<file path="config.mk">
export PLATFORM = sky130hd
export DESIGN_NAME = alu_share_arbiter
export DESIGN_NICKNAME = d
export VERILOG_FILES = /design/src/rtl/alu_share_arbiter.sv
export SDC_FILE = /design/constraint.sdc
export NUM_CORES = 1
export LEC_CHECK = 0
export CAP_MARGIN = 20
export CORE_ASPECT_RATIO = 1.2
export CORE_MARGIN = 3
export CORE_UTILIZATION = 39
export DETAILED_ROUTE_END_ITERATION = 12
export GPL_TIMING_DRIVEN = 0
export PLACE_DENSITY = 0.81
export REMOVE_ABC_BUFFERS = 1
export SYNTH_ARGS = -nofsm -noshare
export SYNTH_HDL_FRONTEND = slang
export SYNTH_SLANG_ARGS = --single-unit
</file>
<file path="constraint.sdc">
create_clock -name clk -period 3.2 [get_ports clk]
set_input_delay 0.64 -clock clk [delete_from_list [all_inputs] [get_ports clk]]
set_output_delay 0.64 -clock clk [all_outputs]
set_load 0.005 [all_outputs]
</file>
<file path="src/rtl/alu_share_arbiter.sv">
// rtl/alu_share_arbiter.sv - round-robin sharing of one combinational ALU; optional perf counters under ALU_ARB_PERF_EN
module alu_share_arbiter #(
  parameter int NUM_REQ = 4,
  parameter int DATA_W  = 16,
  parameter int OP_W    = 3
) (
  input  logic                      clk,
  input  logic                      rst_n,
  input  logic [NUM_REQ-1:0]        req_valid,
  output logic [NUM_REQ-1:0]        req_ready,
  input  logic [NUM_REQ*DATA_W-1:0] req_in1,
  input  logic [NUM_REQ*DATA_W-1:0] req_in2,
  input  logic [NUM_REQ*OP_W-1:0]   req_op,
  output logic [NUM_REQ-1:0]        rsp_valid,
  input  logic [NUM_REQ-1:0]        rsp_ready,
  output logic [DATA_W-1:0]         rsp_data,
  output logic                      rsp_z,
  output logic [DATA_W-1:0]         alu_in1,
  output logic [DATA_W-1:0]         alu_in2,
  output logic [OP_W-1:0]           alu_op,
`ifdef ALU_ARB_PERF_EN
  output logic [15:0]               perf_wait_cnt,
  output logic [15:0]               perf_ops,
`endif
  input  logic [DATA_W-1:0]         alu_out,
  input  logic                      alu_z
);

  localparam int PTR_W = (NUM_REQ > 1) ? $clog2(NUM_REQ) : 1;

  typedef enum logic [1:0] {IDLE, EXEC, RESP} state_t;

  state_t             state, state_next;
  logic [PTR_W-1:0]   rr_ptr;
  logic [PTR_W-1:0]   grant;
  logic [DATA_W-1:0]  opr_in1;
  logic [DATA_W-1:0]  opr_in2;
  logic [OP_W-1:0]    opr_op;

  logic               win_found;
  logic [PTR_W-1:0]   win_idx;
  logic [PTR_W-1:0]   scan_idx;
  logic               accept;
  logic               complete;
  logic [PTR_W-1:0]   grant_inc;

  // Round-robin scan starting at rr_ptr; first valid requester wins
  always_comb begin
    win_found = 1'b0;
    win_idx   = '0;
    scan_idx  = '0;
    for (int k = 0; k < NUM_REQ; k++) begin
      scan_idx = PTR_W'((int'(rr_ptr) + k) % NUM_REQ);
      if (!win_found && req_valid[scan_idx]) begin
        win_found = 1'b1;
        win_idx   = scan_idx;
      end
    end
  end

  assign grant_inc = (grant == PTR_W'(NUM_REQ - 1)) ? '0 : grant + PTR_W'(1);

  // FSM state register
  always_ff @(posedge clk or negedge rst_n) begin
    if (!rst_n) state <= IDLE;
    else        state <= state_next;
  end

  // Next-state and handshake outputs; rst_n gates the combinational ready
  always_comb begin
    state_next = state;
    req_ready  = '0;
    rsp_valid  = '0;
    accept     = 1'b0;
    complete   = 1'b0;
    case (state)
      IDLE: begin
        if (rst_n && win_found) begin
          req_ready  = NUM_REQ'(1) << win_idx;
          accept     = 1'b1;
          state_next = EXEC;
        end
      end
      EXEC: begin
        state_next = RESP;
      end
      RESP: begin
        rsp_valid = NUM_REQ'(1) << grant;
        if (rsp_ready[grant]) begin
          complete   = 1'b1;
          state_next = IDLE;
        end
      end
      default: state_next = IDLE;
    endcase
  end

  // Operand capture on accept, result capture after EXEC, pointer advance on completion
  always_ff @(posedge clk or negedge rst_n) begin
    if (!rst_n) begin
      opr_in1  <= '0;
      opr_in2  <= '0;
      opr_op   <= '0;
      grant    <= '0;
      rr_ptr   <= '0;
      rsp_data <= '0;
      rsp_z    <= 1'b0;
    end else begin
      if (accept) begin
        opr_in1 <= req_in1[int'(win_idx)*DATA_W +: DATA_W];
        opr_in2 <= req_in2[int'(win_idx)*DATA_W +: DATA_W];
        opr_op  <= req_op[int'(win_idx)*OP_W +: OP_W];
        grant   <= win_idx;
      end
      if (state == EXEC) begin
        rsp_data <= alu_out;
        rsp_z    <= alu_z;
      end
      if (complete) begin
        rr_ptr  <= grant_inc;
        opr_in1 <= '0;
        opr_in2 <= '0;
        opr_op  <= '0;
      end
    end
  end

  // ALU sees operands only during EXEC, otherwise a zero NOP
  assign alu_in1 = (state == EXEC) ? opr_in1 : '0;
  assign alu_in2 = (state == EXEC) ? opr_in2 : '0;
  assign alu_op  = (state == EXEC) ? opr_op  : '0;

`ifdef ALU_ARB_PERF_EN
  // Saturating count of stalled-request cycles and wrapping count of completed responses
  always_ff @(posedge clk or negedge rst_n) begin
    if (!rst_n) begin
      perf_wait_cnt <= '0;
      perf_ops      <= '0;
    end else begin
      if ((|req_valid) && !(|req_ready) && (perf_wait_cnt != 16'hFFFF))
        perf_wait_cnt <= perf_wait_cnt + 16'd1;
      if (complete)
        perf_ops <= perf_ops + 16'd1;
    end
  end
`endif

endmodule

</file>
# Yosys cells after proc, flatten, opt, wreduce, memory -nomap -nowiden
# Cells that the tools add are included.
dict set report totals {
  regBits 58
  input_bits 167
  output_inout_bits 60
  word_cells 76
}
dict set report classes {
  n_addsub 4
  mul 1
  n_lt_le_gt_ge 5
  n_eq_ne 5
  n_shift 5
  muxes 38
  reduce_logical 10
}
# operator count
set ops {}
lappend ops {{$shiftx 64x7->16} 2}
lappend ops {{$mux 16} 6}
lappend ops {{$lt 2x3->1 const B} 5}
lappend ops {{$mux 2} 7}
lappend ops {{$mux 1} 13}
lappend ops {{$mux 4} 3}
lappend ops {{$shiftx 12x5->3} 1}
lappend ops {{$bmux 1 s2} 5}
lappend ops {{$mux 3} 3}
lappend ops {{$shl 1x2->4 const A} 2}
lappend ops {{$pmux 2 s3} 1}
lappend ops {{$add 2x1->2 const B} 2}
lappend ops {{$add 2x2->2 const B} 2}
lappend ops {{$eq 2x2->1 const B} 2}
lappend ops {{$logic_and 1x1->1} 4}
lappend ops {{$mul 2x2->4 const B} 1}
lappend ops {{$ne 2x2->1 const B} 2}
lappend ops {{$logic_not 1->1} 3}
lappend ops {{$eq 2x1->1 const B} 1}
lappend ops {{$logic_not 2->1} 1}
lappend ops {{$reduce_and 2->1} 1}
lappend ops {{$reduce_bool 2->1} 1}

# Depth between registers and ports, before layout
# Gate-level depths: netlist of run 1.
dict set report depth {
  word_depth 17
  depth_mapped 8
  ltp_nobuf 6
}

# Worst setup path after synthesis of run 1
# No wires, ideal clock.
dict set report synth_path {
  kind {input-to-output}
  start {input req_valid[2]}
  end {output req_ready[3]}
  arrival_ps 2072
  required_ps 2560
  setup_slack_ps 488
  stages 7
  path_buffers 3
  cell_sequence {nor2b_1 -> or4b_1 -> buf_4 -> and2_1 -> buf_6 -> buf_6 -> nor3_1}
}
dict set report synth_via {
  elab_chain_len 15
  word_cells_on_any_way 26
  classes_between {shift (1); mux (18); reduce/logical (7)}
}
# element line_no
set synth_rtl {}
lappend synth_rtl {{start, declared} 9} ;# input logic [NUM_REQ-1:0] req_valid,
lappend synth_rtl {{$bmux 1 s2} 54} ;# if (!win_found && req_valid[scan_idx]) begin
lappend synth_rtl {{$mux 1 (implied by the code)} 54}
lappend synth_rtl {{$mux 1} 54}
lappend synth_rtl {{$logic_not 1->1} 54}
lappend synth_rtl {{$logic_and 1x1->1} 54}
lappend synth_rtl {{$mux 1} 54}
lappend synth_rtl {{$logic_not 1->1} 54}
lappend synth_rtl {{$logic_and 1x1->1} 54}
lappend synth_rtl {{$mux 1} 54}
lappend synth_rtl {{$logic_not 1->1} 54}
lappend synth_rtl {{$logic_and 1x1->1} 54}
lappend synth_rtl {{$mux 2 / $mux 1 (equally long branches)} 54}
lappend synth_rtl {{$shl 1x2->4 / $logic_and 1x1->1 (equally long branches)} {79, 78}}
lappend synth_rtl {{$mux 4 (*)} 78} ;# if (rst_n && win_found) begin
lappend synth_rtl {{$mux 4 (*)} 76} ;# case (state)
lappend synth_rtl {{end, declared} 10} ;# output logic [NUM_REQ-1:0] req_ready,
# Every way passes the cells marked *; elsewhere a longest branch is shown, timed or not. The select of a mux whose other input is x is not followed.

# Final worst setup path of run 1
dict set report layout_path {
  start {input req_valid[2]}
  end {output req_ready[1]}
}
# Same word-level chain as after synthesis.

==> metrics.yaml, run 1 <==
placed_design:
  hpwl_um: 10300
  dp_slack_ps: -1400
  postPlaceCellArea_mm2: 0.00641
  portBuffers: 226
  globalplace.congestion: 0.800
flow_run:
  cap_violations: 0
critical_path:
  crit_family: "buffers and inverters"
  arrival_ps: 2540
  slowest_stage: "or4_4"
  r2r_start: "rr_ptr[1]"
  rr_worst_depth: 7
  path_cells: "dlygate4sd2_1, or4_4, nand3_4, buf_12, inv_8, and3_1, clkdlybuf4s50_1"
  path_buf_inv: 4
  reg2reg_to: "opr_in1[8]"
  cp_max_fo: 40
  slowest_delay_ps: 570
  reg2reg_slack_ps: 720
  crit_type: "input port to output pin"
  required_ps: 2560
  end_kind: "output pin"
  start_kind: "input port"
detailed_routing:
  drt-total-wl_um: 16500
  drt_iter0_markers: 238
  vias: 4564
  wl_per_cell_um: 21.5
  drtAntennaViolNets: 0
  firstDrtPassIters: 6
  drc_errors: 0
  via_per_inst: 5.95
sta:
  setup_violations: 0
  max_slew_margin_pct: 53.8
  fin_setup_tns_ps: 0
  layout_setup_ws_ps: 16.0
  whs_ps: 157
  fmax_ghz: 0.314
  rsz0062_at_grt: "true"
  worst_pin_slew_ps: 694
  finalClockSkew_ps: 5.31
  slew_violations: 0
  hold_viol_final: 0
  period_needed_ps: 3180
  post-route-period-util_pct: 99.5
status:
  status: "finished clean"
floorplanning:
  die_x_um: 98.9
  coreArea_mm2: 0.0101
  die_h_um: 117
  ios: 227
  initial_utilization_pct: 40.1
  rows: 40
  die_area_mm2: 0.0116
yosys:
  synth_top_area_share_pct: 35.9
  synthCells: 415
  yosysTopAreaCell: "dfrtp_1"
  yosys-top-cells-area: "dfrtp_1 (36%), a211o_1 (7.8%), a22o_1 (7.6%)"
  yosys_warnings: 0
  synth-seq-cells: 58
  ys_seq_area_share_pct: 35.9
  netlist_area_mm2: 0.00404
  syn_area_per_cell_um2: 9.73
  synth_cell_types: 32
clocking:
  cts_tree: "yes"
  root_buffer: "clkbuf_16"
  cts_buffers: 9
  clock_latency_ps: 330
  hold_buffers: 0
  htreeDepth: 3
  clk_pin_slew_worst_paths_ps: 50
  numClockSinks: 58
  ctsLongestPathBuffers: 2
global_routing:
  antenna_found_initial: 1
  grt_pass1_wl_um: 25100
  grt_max_degree: 41
  grt_overflow: 0
  grt_usage_pct: 27.3
  grt_pass1_vias: 4705
layout:
  synthToLayoutAreaGrowth_pct: 73.8
  final_area_mm2: 0.00702
  mostFrequentLayoutCells: "clkdlybuf4s50_1 (219), dfrtp_1 (58), nand2_1 (40)"
  nNetsFinal: 806
  final_common_cell: "clkdlybuf4s50_1"
  layout-drive-gt1-share_pct: 15.6
pwr:
  p_per_area_mw_per_mm2: 765
  ir_worst_vdd_uv: 369
  power_mw: 5.37
  p_leak_nw: 3.00
min_path:
  min_path_type: "input port to async pin"
metrics by stage:
step | std cells | util (%)
floorplan | 367 | -
global placement | 719 | 61.3
detailed placement | 728 | 63.7
CTS | 761 | 69.0
global route | 766 | 69.8
finish | 767 | 69.8
worst max-delay path by stage:
stage,startpoint,end,cells past startpoint
floorplan,req_valid[0],req_ready[0],4
global placement,rst_n,opr_in1[9],6
detailed placement,req_valid[2],req_ready[1],7
CTS,req_valid[0],req_ready[1],7
global route,req_valid[2],req_ready[1],7
finish,req_valid[2],req_ready[1],7
per-layer routing:
layer	vias up	GRT usage [%]	part of all wire (%)
met3	38	6.22	8.4
met5	-	0	0
li1	2026	-	-
met2	268	48.0	51
met1	2232	31.2	38
met4	0	11.5	2.6
power by group:
part | total, mW | internal [mW] | switching, mW
combinational | 3.12 | 1.71 | 1.41
sequential | 1.34 | 1.10 | 0.232
clock | 0.916 | 0.585 | 0.332
total | 5.37 | 3.40 | 1.97
repair_timing:
item / in CTS / in global routing
setup endpoints to repair: 40 / 4
buffers inserted: 12 / 3
gates cloned: 6 / 2
resized for setup: 26 / 3
pin swaps: 5 / 2
layout make-up:
cell class	count	area [um^2]
clock inverters	2	10.0
flip-flops and latches	58	1450
multi-input cells	309	2410
inverters	4	22.5
fillers	746	3040
diodes	1	2.50
clock buffers	14	274
repair buffers	253	2690
well taps	126	158
Yosys cell counts (all sizes together):
| cell | n |
|---|---|
| dfrtp | 58 |
| nand2 | 41 |
| and2 | 40 |
| and3 | 37 |
| a211o | 36 |
| nand3 | 36 |
| a22o | 35 |
| o221ai | 35 |
| buf | 28 |
| clkbuf | 20 |
| mux2 | 18 |
| nor2b | 6 |
| ha | 4 |
| inv | 4 |
| nor2 | 3 |
| o21ai | 3 |
| a21o | 2 |
| nor3 | 2 |
| or4 | 2 |
| mux4 | 1 |
| nand3b | 1 |
| o211ai | 1 |
| o31ai | 1 |
| or4b | 1 |
cells by family (layout without fill, tap and decap cells):
kind of cell | Yosys count | count (layout) | synth area share (%)
AOI/OAI and AO/OA | 113 | 113 | 26.9
adders and majority gates | 4 | 4 | 1.24
buffers and inverters | 52 | 273 | 7.50
DFF | 58 | 58 | 35.9
muxes | 19 | 19 | 5.58
other | 0 | 1 | 0
and+or+nand+nor | 169 | 173 | 22.9
registers in the layout, summed over array words and instances (netlist names):
signal,cells
state,2
grant,2
opr_in2,16
opr_in1,16
opr_op,3
rsp_z,1
rr_ptr,2
rsp_data,16
No activity file was read; power rests on OpenSTA's default activity.
==> run 2, diff against run 1 <==
- TNS_END_PERCENT: not set -> 20
==> results of run 2 <==
The final DEF is identical to that of run 1; final timing and power are the same.
==> run 3, diff against run 2 <==
- CAP_MARGIN: 20 -> 0
==> metrics.yaml, run 3 (synthesized netlist as in run 1, its figures left out) <==
status:
  status: "finished clean"
sta:
  layout_setup_ws_ps: 47.9
  setup_violations: 0
  whs_ps: 210
  slew_violations: 0
  worst_pin_slew_ps: 1320
  fmax_ghz: 0.317
  finalClockSkew_ps: 2.41
  hold_viol_final: 0
  rsz0062_at_grt: "true"
  post-route-period-util_pct: 98.5
  max_slew_margin_pct: 11.9
  period_needed_ps: 3150
detailed_routing:
  vias: 4657
  via_per_inst: 6.07
  wl_per_cell_um: 22.5
  firstDrtPassIters: 6
  drt_iter0_markers: 284
  drt-total-wl_um: 17300
  drtAntennaViolNets: 0
  drc_errors: 0
layout:
  antenna_cells: 0
  mostFrequentLayoutCells: "clkdlybuf4s50_1 (219), dfrtp_1 (58), nand2_1 (40)"
  synthToLayoutAreaGrowth_pct: 72.4
  utilization_pct: 69.2
  nNetsFinal: 807
  reg_top3: "opr_in1 (16), opr_in2 (16), rsp_data (16)"
  final_common_cell: "clkdlybuf4s50_1"
  fin_cells: 767
  fillCellCount: 780
  layout-drive-gt1-share_pct: 15.8
clocking:
  ctsLongestPathBuffers: 2
  cts_buffers: 9
  cts_tree: "yes"
  numClockSinks: 58
  clk_pin_slew_worst_paths_ps: 50
  clock_latency_ps: 330
  root_buffer: "clkbuf_16"
  htreeDepth: 3
floorplanning:
  die_x_um: 98.9
  die_h_um: 117
  die_area_mm2: 0.0116
  initial_utilization_pct: 40.1
  rows: 40
  ios: 227
  coreArea_mm2: 0.0101
global_routing:
  grt_usage_pct: 29.0
  antenna_found_initial: 0
  grt_max_degree: 42
  grt_pass1_vias: 4806
  grt_pass1_wl_um: 26400
  grt_overflow: 0
pwr:
  swShare_pct: 37.6
  ir_worst_vdd_uv: 331
  p_per_area_mw_per_mm2: 763
  p_clk_share_pct: 16.4
  seqPwrFrac_pct: 25.1
  power_switching_mw: 2.00
  p_leak_nw: 2.97
  power_frac_comb_pct: 58.6
  p_int_mw: 3.32
critical_path:
  start_kind: "input port"
  required_ps: 2560
  slowest_stage: "or4b_4"
  arrival_ps: 2510
  crit_type: "input port to output pin"
  cp_max_fo: 5
  path_cells: "dlygate4sd2_1, nor2b_4, or4b_4, buf_12, nand2_8, and3_1, clkdlybuf4s50_1"
  slowest_delay_ps: 570
  end_kind: "output pin"
flow_run:
  cap_violations: 0
min_path:
  min_path_type: "input port to async pin"
placed_design:
  dp_cells: 726
  globalplace.congestion: 0.800
  portBuffers: 226
  dp_slack_ps: -1700
  hpwl_um: 10100
run 3: changes by cell type in the layout (fill, tap and decap cells not counted), moves of 2 or more:
cell	change
nand3_2	+2
buf_4	+3
buf_16	-2
clkbuf_8	-2
run 3: area by class of cell:
class	instances	area, um^2	share of cell area [%]
clock inverters	3	15.0	0.216
clock buffers	13	250	3.59
well taps	126	158	2.26
multi-input cells	311	2430	35.0
repair buffers	252	2640	37.8
flip-flops and latches	58	1450	20.8
inverters	4	20.0	0.287
run 3: through the flow:
stage	instance area [um^2]	power [mW]	TNS, ps
2_1_floorplan	3750	2.77	-10010
5_1_grt	6960	5.61	-11.0
4_1_cts	6960	5.27	0
3_3_place_gp	6170	3.85	-266410
3_5_place_dp	6360	4.04	-51500
6_report	6960	5.31	0
run 3: repair_timing:
action                                  CTS  global route
resized for setup                        25             3
pin swaps                                 5             0
endpoints found under the setup margin   41             4
gates cloned                              9             1
buffers inserted                         16             0
hold buffers                              0             0
run 3: final timing paths:
path                       slack [ps]  cells after the start    startpoint            to
min                               210                      1         rst_n   rsp_data[0]
max reg2reg                       670                      4      grant[0]    opr_in1[8]
max in group asynchronous        2450                      2         rst_n    opr_in1[7]
max                                50                      7  req_valid[0]  req_ready[1]
min reg2reg                       500                      1   opr_in1[13]   opr_in1[13]
min in group clk                  500                      1   opr_in1[13]   opr_in1[13]
run 3: power groups by stage:
stage	logic, mW	clock network (mW)	registers [mW]
3_5_place_dp	2.72	0	1.32
6_report	3.11	0.869	1.33
4_1_cts	3.07	0.874	1.33
5_1_grt	3.32	0.911	1.38
3_3_place_gp	2.56	0	1.29
2_1_floorplan	1.50	0	1.27
run 3: layer usage:
metal	global-route usage (%)	share of wire (%)
met5	0	0
met4	14.6	4.4
met3	5.63	9.4
met1	35.2	38
met2	48.4	49
run 3: worst max-delay path, delay by kind of cell:
kind	cells	cell delay [ps]
buf+inv	3	940
simple gates	4	920
